[src/rtl/snake_render_engine_if.sv]
// snake_render_engine_if
//   Move handshake between game control (master) and the snake render
//   engine (slave). Game control offers a new head cell with an optional
//   grow request. The engine accepts it when move_ready is high.
//
//   Signals:
//     move_valid  master -> slave  new head position offered
//     move_ready  slave  -> master engine can accept a move
//     head_x      master -> slave  new head cell column
//     head_y      master -> slave  new head cell row
//     grow        master -> slave  keep the tail on this move
interface snake_render_engine_if #(
    parameter int COORD_W = 6
) ();
    logic               move_valid;
    logic               move_ready;
    logic [COORD_W-1:0] head_x;
    logic [COORD_W-1:0] head_y;
    logic               grow;

    modport master (
        output move_valid,
        output head_x,
        output head_y,
        output grow,
        input  move_ready
    );

    modport slave (
        input  move_valid,
        input  head_x,
        input  head_y,
        input  grow,
        output move_ready
    );
endinterface

[src/rtl/snake_render_engine.sv]
// snake_render_engine
//   Holds the snake body in a circular segment buffer and renders one VGA
//   pixel per pix_en strobe through a 2-stage pipeline.
//
//   Move path (every clk): IDLE -> CHECK -> COMMIT, one move per 3 clks.
//   CHECK compares the latched head against the live body. COMMIT pushes
//   the head into the buffer and pulses hit on a self-collision.
//
//   Render path (only on pix_en):
//     S1: pixel -> cell coordinates, border flag, mode bits.
//     S2: body/food match, colour register.
//
//   Ports:
//     clk, rst_n         clock, synchronous active-low reset
//     pix_en             pixel-rate enable
//     x, y               current pixel column/row
//     mv                 move handshake (slave modport)
//     food_x, food_y     food cell
//     over, win          mode inputs (both high or both low = play)
//     len                current live length
//     hit                one-clk collision pulse, high during COMMIT
//     full               len == MAX_LEN
//     c_red/green/blue   pixel colour
//
//   Optional feature macro: HEAD_HILITE_EN
//     When defined, the head cell renders yellow (110) above body and food.
module snake_render_engine #(
    parameter int MAX_LEN = 16,
    parameter int GRID_W  = 16,
    parameter int GRID_H  = 16,
    parameter int CELL_W  = 40,
    parameter int CELL_H  = 30,
    parameter int COORD_W = 6,
    parameter int PIX_W   = 10
) (
    input  logic                      clk,
    input  logic                      rst_n,
    input  logic                      pix_en,
    input  logic [PIX_W-1:0]          x,
    input  logic [PIX_W-1:0]          y,
    snake_render_engine_if.slave      mv,
    input  logic [COORD_W-1:0]        food_x,
    input  logic [COORD_W-1:0]        food_y,
    input  logic                      over,
    input  logic                      win,
    output logic [$clog2(MAX_LEN):0]  len,
    output logic                      hit,
    output logic                      full,
    output logic                      c_red,
    output logic                      c_green,
    output logic                      c_blue
);

    localparam int PTR_W = $clog2(MAX_LEN);
    localparam int LEN_W = PTR_W + 1;
    // Cell comparisons happen at the wider of the two coordinate widths so
    // that an off-grid segment can never alias onto a visible cell.
    localparam int CMP_W = (PIX_W > COORD_W) ? PIX_W : COORD_W;

    typedef enum logic [1:0] {
        S_IDLE,
        S_CHECK,
        S_COMMIT
    } move_state_t;

    move_state_t        state;
    logic [PTR_W-1:0]   ptr;
    logic [COORD_W-1:0] seg_x [MAX_LEN];
    logic [COORD_W-1:0] seg_y [MAX_LEN];
    logic [COORD_W-1:0] lat_x;
    logic [COORD_W-1:0] lat_y;
    logic               lat_grow;

    logic [PTR_W-1:0]   ptr_next;
    logic               can_grow;
    logic [MAX_LEN-1:0] live;
    logic [MAX_LEN-1:0] is_tail;
    logic               hit_c;

    // Distance of buffer slot idx behind the head slot p, modulo MAX_LEN.
    // Works for non-power-of-two depths, so the wrap is done explicitly.
    function automatic logic [LEN_W-1:0] seg_age(input logic [PTR_W-1:0] p,
                                                 input int idx);
        logic [LEN_W-1:0] pe;
        logic [LEN_W-1:0] ie;
        pe = {1'b0, p};
        ie = LEN_W'(idx);
        if (pe >= ie)
            return pe - ie;
        else
            return pe + LEN_W'(MAX_LEN) - ie;
    endfunction

    assign ptr_next = (ptr == PTR_W'(MAX_LEN - 1)) ? '0 : ptr + 1'b1;
    // Growing while already full is ignored: the tail drops as usual.
    assign can_grow = lat_grow && (len < LEN_W'(MAX_LEN));

    always_comb begin
        live    = '0;
        is_tail = '0;
        for (int i = 0; i < MAX_LEN; i++) begin
            live[i]    = seg_age(ptr, i) < len;
            is_tail[i] = seg_age(ptr, i) == (len - 1'b1);
        end
    end

    // The tail slot is vacated by this move unless it grows, so the head may
    // legally step into it.
    always_comb begin
        hit_c = 1'b0;
        for (int i = 0; i < MAX_LEN; i++) begin
            if (live[i] && !(is_tail[i] && !can_grow) &&
                seg_x[i] == lat_x && seg_y[i] == lat_y)
                hit_c = 1'b1;
        end
    end

    // Move FSM and segment buffer. A reset mid-move discards the latched
    // move and reinitialises the snake to a single centre segment.
    always_ff @(posedge clk) begin
        if (!rst_n) begin
            state         <= S_IDLE;
            mv.move_ready <= 1'b1;
            hit           <= 1'b0;
            full          <= 1'b0;
            len           <= LEN_W'(1);
            ptr           <= '0;
            seg_x[0]      <= COORD_W'(GRID_W / 2);
            seg_y[0]      <= COORD_W'(GRID_H / 2);
            lat_x         <= '0;
            lat_y         <= '0;
            lat_grow      <= 1'b0;
        end else begin
            hit <= 1'b0;
            case (state)
                S_IDLE: begin
                    if (mv.move_valid) begin
                        lat_x         <= mv.head_x;
                        lat_y         <= mv.head_y;
                        lat_grow      <= mv.grow;
                        mv.move_ready <= 1'b0;
                        state         <= S_CHECK;
                    end
                end
                S_CHECK: begin
                    hit   <= hit_c;
                    state <= S_COMMIT;
                end
                S_COMMIT: begin
                    ptr             <= ptr_next;
                    seg_x[ptr_next] <= lat_x;
                    seg_y[ptr_next] <= lat_y;
                    if (can_grow) begin
                        len  <= len + 1'b1;
                        full <= (len + 1'b1) == LEN_W'(MAX_LEN);
                    end
                    mv.move_ready <= 1'b1;
                    state         <= S_IDLE;
                end
                default: begin
                    mv.move_ready <= 1'b1;
                    state         <= S_IDLE;
                end
            endcase
        end
    end

    // ---------------- Render pipeline ----------------
    logic [PIX_W-1:0] cx_c;
    logic [PIX_W-1:0] cy_c;
    logic             border_c;

    logic             s1_valid;
    logic [PIX_W-1:0] s1_cx;
    logic [PIX_W-1:0] s1_cy;
    logic             s1_border;
    logic             s1_over;
    logic             s1_win;

    logic             body_c;
    logic             food_c;
    logic [2:0]       colour_c;

    assign cx_c     = x / PIX_W'(CELL_W);
    assign cy_c     = y / PIX_W'(CELL_H);
    assign border_c = (cx_c == '0) || (cx_c == PIX_W'(GRID_W - 1)) ||
                      (cy_c == '0) || (cy_c == PIX_W'(GRID_H - 1));

    // S2 reads the buffer as it stands this clk; a COMMIT mid-frame may
    // tear one frame, which is harmless.
    always_comb begin
        body_c = 1'b0;
        for (int i = 0; i < MAX_LEN; i++) begin
            if (live[i] &&
                CMP_W'(s1_cx) == CMP_W'(seg_x[i]) &&
                CMP_W'(s1_cy) == CMP_W'(seg_y[i]))
                body_c = 1'b1;
        end
    end

    assign food_c = (CMP_W'(s1_cx) == CMP_W'(food_x)) &&
                    (CMP_W'(s1_cy) == CMP_W'(food_y));

`ifdef HEAD_HILITE_EN
    logic head_c;
    assign head_c = (CMP_W'(s1_cx) == CMP_W'(seg_x[ptr])) &&
                    (CMP_W'(s1_cy) == CMP_W'(seg_y[ptr]));
`endif

    // Equal mode bits (both set or both clear) fall through to play mode.
    always_comb begin
        colour_c = 3'b001;
        if (s1_border)
            colour_c = 3'b000;
        else if (s1_over && !s1_win)
            colour_c = 3'b100;
        else if (s1_win && !s1_over)
            colour_c = 3'b010;
`ifdef HEAD_HILITE_EN
        else if (head_c)
            colour_c = 3'b110;
`endif
        else if (body_c)
            colour_c = 3'b111;
        else if (food_c)
            colour_c = 3'b010;
    end

    // Both stages advance only on pix_en, so the colour holds between
    // strobes. The colour register is stage 2.
    always_ff @(posedge clk) begin
        if (!rst_n) begin
            s1_valid  <= 1'b0;
            s1_cx     <= '0;
            s1_cy     <= '0;
            s1_border <= 1'b0;
            s1_over   <= 1'b0;
            s1_win    <= 1'b0;
            c_red     <= 1'b0;
            c_green   <= 1'b0;
            c_blue    <= 1'b0;
        end else if (pix_en) begin
            s1_valid  <= 1'b1;
            s1_cx     <= cx_c;
            s1_cy     <= cy_c;
            s1_border <= border_c;
            s1_over   <= over;
            s1_win    <= win;
            if (s1_valid)
                {c_red, c_green, c_blue} <= colour_c;
        end
    end

endmodule

[src/flat_wrapper.sv]
// flat-port wrapper written by rule: the top's interface ports become plain ports
module snake_render_engine_flat 
#(
    parameter int MAX_LEN = 16,
    parameter int GRID_W  = 16,
    parameter int GRID_H  = 16,
    parameter int CELL_W  = 40,
    parameter int CELL_H  = 30,
    parameter int COORD_W = 6,
    parameter int PIX_W   = 10
)
  (clk, rst_n, pix_en, x, y, food_x, food_y, over, win, len, hit, full, c_red, c_green, c_blue, mv_move_valid, mv_head_x, mv_head_y, mv_grow, mv_move_ready);
  snake_render_engine_if #(.COORD_W(COORD_W)) mv_i ();
  input  logic clk;
  input  logic rst_n;
  input  logic pix_en;
  input  logic [PIX_W-1:0] x;
  input  logic [PIX_W-1:0] y;
  input  logic [COORD_W-1:0] food_x;
  input  logic [COORD_W-1:0] food_y;
  input  logic over;
  input  logic win;
  output logic [$clog2(MAX_LEN):0] len;
  output logic hit;
  output logic full;
  output logic c_red;
  output logic c_green;
  output logic c_blue;
  input wire logic [$bits(mv_i.move_valid)-1:0] mv_move_valid;
  input wire logic [$bits(mv_i.head_x)-1:0] mv_head_x;
  input wire logic [$bits(mv_i.head_y)-1:0] mv_head_y;
  input wire logic [$bits(mv_i.grow)-1:0] mv_grow;
  output wire logic [$bits(mv_i.move_ready)-1:0] mv_move_ready;
  assign mv_i.move_valid = mv_move_valid;
  assign mv_i.head_x = mv_head_x;
  assign mv_i.head_y = mv_head_y;
  assign mv_i.grow = mv_grow;
  assign mv_move_ready = mv_i.move_ready;
  snake_render_engine #(.MAX_LEN(MAX_LEN), .GRID_W(GRID_W), .GRID_H(GRID_H), .CELL_W(CELL_W), .CELL_H(CELL_H), .COORD_W(COORD_W), .PIX_W(PIX_W)) u_core (.clk(clk), .rst_n(rst_n), .pix_en(pix_en), .x(x), .y(y), .mv(mv_i), .food_x(food_x), .food_y(food_y), .over(over), .win(win), .len(len), .hit(hit), .full(full), .c_red(c_red), .c_green(c_green), .c_blue(c_blue));
endmodule
[config.mk]
export PLATFORM = sky130hd
export DESIGN_NAME = snake_render_engine_flat
export DESIGN_NICKNAME = d
export VERILOG_FILES = /design/src/rtl/snake_render_engine_if.sv /design/src/rtl/snake_render_engine.sv /design/src/flat_wrapper.sv
export SDC_FILE = /design/constraint.sdc
export NUM_CORES = 1
export LEC_CHECK = 0
export CORE_UTILIZATION = 45
export DETAILED_ROUTE_END_ITERATION = 10
export DONT_BUFFER_PORTS = 1
export SYNTH_ARGS = -nofsm -noshare
export SYNTH_HDL_FRONTEND = slang
export SYNTH_SLANG_ARGS = --single-unit
[constraint.sdc]
create_clock -name clk -period 4.8 [get_ports clk]
set_clock_uncertainty 0.2 [all_clocks]
set_input_delay 0.96 -clock clk [delete_from_list [all_inputs] [get_ports clk]]
set_output_delay 0.96 -clock clk [all_outputs]
set_load 0.05 [all_outputs]
==> metrics.md <==
| Metric | Value |
|---|---|
| Post-CTS sizing | 0 |
| CTS tree | done |
| Placed cells | roughly 1.8k |
| Post-Syn Area | 0.0151 mm2 |
| Minimum clock period | 4050 ps |
| Bufs on Longest Clock Path | 3 |
| Max Slew Vio Count | 0 |
| Vias per cell | 5.82 |
| Proportion of layout cells with a drive suffix above 1 | between 8 and 9% |
| Main combinational cell family by area after synthesis | XOR/XNOR gates |
| CP bufs+invs | 2 |
| Pwr/cell area | 300 mW/mm2 |
| Initial antenna violation count | 0 |
| Non-filler cells, final | 1885 |
| Critical path capture point type | flip-flop |
| Ant. Diodes | 0 |
| Port buffer count | 0 |
| H-tree depth | 1 |
| Gate family responsible for the most delay along the worst path | adder cells |
| Startpoint Class | flip-flop |
| Hold buffers post-CTS | 0 |
| Setup violators final | 0 |
| Most frequent cells in the layout | xor2_1 (256), edfxtp_1 (192), xnor2_1 (171), nand2_1 (84), ha_1 (67) |
| DR iter-0 viols | slightly below 1k |
| Top FF cell, synth | edfxtp_1 |
| Critical path fanouts, max | 10 |
| Crit-path cells | buf_4 > ha_1 > xnor2_1 > clkinv_1 > ha_1 > o21ai_0 > nand2b_1 > a31oi_1 > a21oi_1 > nand4_1 > nor2_1 > maj3_1 > o21ai_0 |
| Post-DRT Antenna Nets | 0 |
| Max_slew headroom | 18.2% |
| Slowest cell delay on critical path | 730 ps |
| Post-synth EDFFs | 192 |
| Syn-to-layout area delta | 11.0% |
| Area share of fa/ha/maj cells after synthesis | 6.03% |
| Post-synthesis mux area share | 0.680% |
| Post-Syn Instances | 1410 |
| Total die area | about 0.034 mm2 |
| Initial Util | between 40% and 50% |
| Die width | around 190 um |
| Critical path data required time | roughly 5100 ps |
| Gpl congestion | slightly above 0.9 |
| Post-synthesis register bit count | 237 |
| First drt pass iteration count | 5 |
| Vias | 11.0k |
| Period utilization | 84.4% |
| RSZ-0062 raised after global routing | no |
| Synth Area in XOR/XNOR | 24.8% |
| WS Path Type | flip-flop to flip-flop |
| Row Count | 66 |
| Maxcap violations | 0 |
| GRT Total Usage | a little over a quarter |
| Most common cell after layout, fill and taps aside | xor2_1 |
| Setup TNS | 0 ps |
| Fmax | 247 MHz |
| Synth Area in Compound Gates | 7.85% |
| Clock transition at the registers of the reported paths | about 60 ps |
| Pin count of the biggest net entering global routing | 57 |
| Critical Path AT | around 4300 ps |
| CTS buffer count | 28 |
| DP HPWL | 31600 um |
| Register area share after synthesis | 44.2% |
| Root buf cell | clkbuf_16 |
| Worst hold path type | flip-flop to flip-flop |
| Routed len/inst | roughly 24 um |
| Distinct cells, synth | 70 |
| Die height | 185 um |
| Critical path's slowest cell | xnor2_1 |
| Final WL | roughly 46000 um |
| Post-CTS Repair Setup Buffers | 0 |
| Leakage Power | 6.02 nW |
| Hold Vio Cnt, Final | 0 |
| Syn avg cell area | 10.7 um2 |
| Nets | 1540 |
| Post-Synth Simple-Gate Area | 13.3% |
| # DRC | 0 |
| Slew at the pin with the worst max-slew slack | roughly 1200 ps |
| Ys async rst share | 0% |
| I/O pins | 62 |
| Worst skew pair latency | 550 ps |
| Clk sink count | 237 |
| Core area | 0.0328 mm2 |
| Yosys warns | 0 |
| First-pass GRT wire length | 67800 um |
| Outcome | finished, final reports clean |
| Vias in the first global route | approximately 11k |
| Worst VDD drop | between 0.0002 and 0.00025 V |
| Total gr overflow | 0 |
| Mapped Nets | 1528 |
[logic make-up after synthesis]
family          count (synthesis)
mux                            10
flops                         237
simple gates                  372
other cells                     1
fa+ha+maj                      74
compound gates                174
buf+inv                       114
xor+xnor                      428
[metal layers]
metal  share of wire (%)  routed length (um)  vias up  global-route usage [%]
li1                    -                   -     5067                       -
met1                  43               19700     5379                    35.9
met2                  46               21100      430                    44.3
met3                 8.2                3790      100                    5.76
met4                 3.4                1570        0                    10.0
met5                   0                   0        -                       0
[worst reg2reg max path: cells and delay by family (launching register included)]
family | cells | cell delay, ps
AO/OA/AOI/OAI | 4 | 590
adder cells (fa/ha/maj) | 3 | 1040
flip-flops | 1 | 340
buffers and inverters | 2 | 680
XOR/XNOR | 1 | 730
AND/OR/NAND/NOR | 3 | 400
[registers in the layout, indices dropped and copies added, names as in the netlist, 2 cells and up]
signal	cells
u_core.seg_x	96
u_core.seg_y	96
u_core.lat_x	6
u_core.lat_y	6
u_core.s1_cy	6
u_core.len	5
u_core.s1_cx	5
u_core.ptr	4
u_core.state	2
[cells in the mapped netlist, drive strengths merged, types with 3 or more instances]
cell,count,area [um2]
a31o,4,35.0
a31oi,11,68.8
nor4,61,382
a2111oi,4,35.0
nand2,84,315
o21ai,28,140
clkbuf,48,180
buf,32,161
nor2b,16,100
nor2,31,116
o31ai,3,22.5
a21boi,18,135
a311oi,5,43.8
nand2b,12,75.1
dfxtp,45,901
o211ai,7,52.6
and2,10,65.1
nor3,36,180
nand3b,4,30.0
a21oi,42,210
inv,32,120
a211oi,8,60.1
xor2,256,2240
o22ai,3,18.8
and4,3,26.3
nand3,33,165
edfxtp,192,5770
xnor2,172,1510
maj3,7,71.3
and3,21,136
mux2i,8,80.1
nand4,41,257
a21o,12,90.1
ha,67,838
o211a,6,60.1
or4,9,67.6
a22oi,3,22.5
[per-stage QoR]
step | cell area, um2 | hold slack (ps) | total power [mW] | setup WS (ps) | utilization, %
finish | 16700 | 286 | 5.02 | 749 | 51.1
global route | 16700 | 281 | 5.17 | 529 | 51.1
CTS | 16700 | 281 | 5.03 | 828 | 51.1
detailed placement | 15800 | 279 | 2.86 | 855 | 48.2
global placement | 15800 | 265 | 2.85 | 860 | 48.2
floorplan | 15100 | 250 | 2.70 | 1330 | -
[final timing paths]
path / start / end / slack [ps] / depth (start not counted)
setup / recovery: u_core.ptr[1] / u_core.c_red / 750 / 13
setup reg to reg: u_core.ptr[1] / u_core.c_red / 750 / 13
hold / removal: u_core.s1_valid / u_core.s1_valid / 290 / 1
hold reg to reg: u_core.s1_valid / u_core.s1_valid / 290 / 1
[power by group]
part	internal, mW	switching (mW)
combinational	0.224	0.302
sequential	2.22	0.0789
clock	1.31	0.878
total	3.76	1.26
[cell type report]
| cell class | instances | area (um2) |
|---|---|---|
| clock buffer | 31 | 733 |
| clock inverter | 20 | 211 |
| fill | 2963 | 16000 |
| inverter | 34 | 128 |
| multi-input combinational | 1059 | 7990 |
| sequential | 237 | 6670 |
| tap | 442 | 553 |
| timing repair buffer | 62 | 465 |
(Power assumes the default switching activity.)
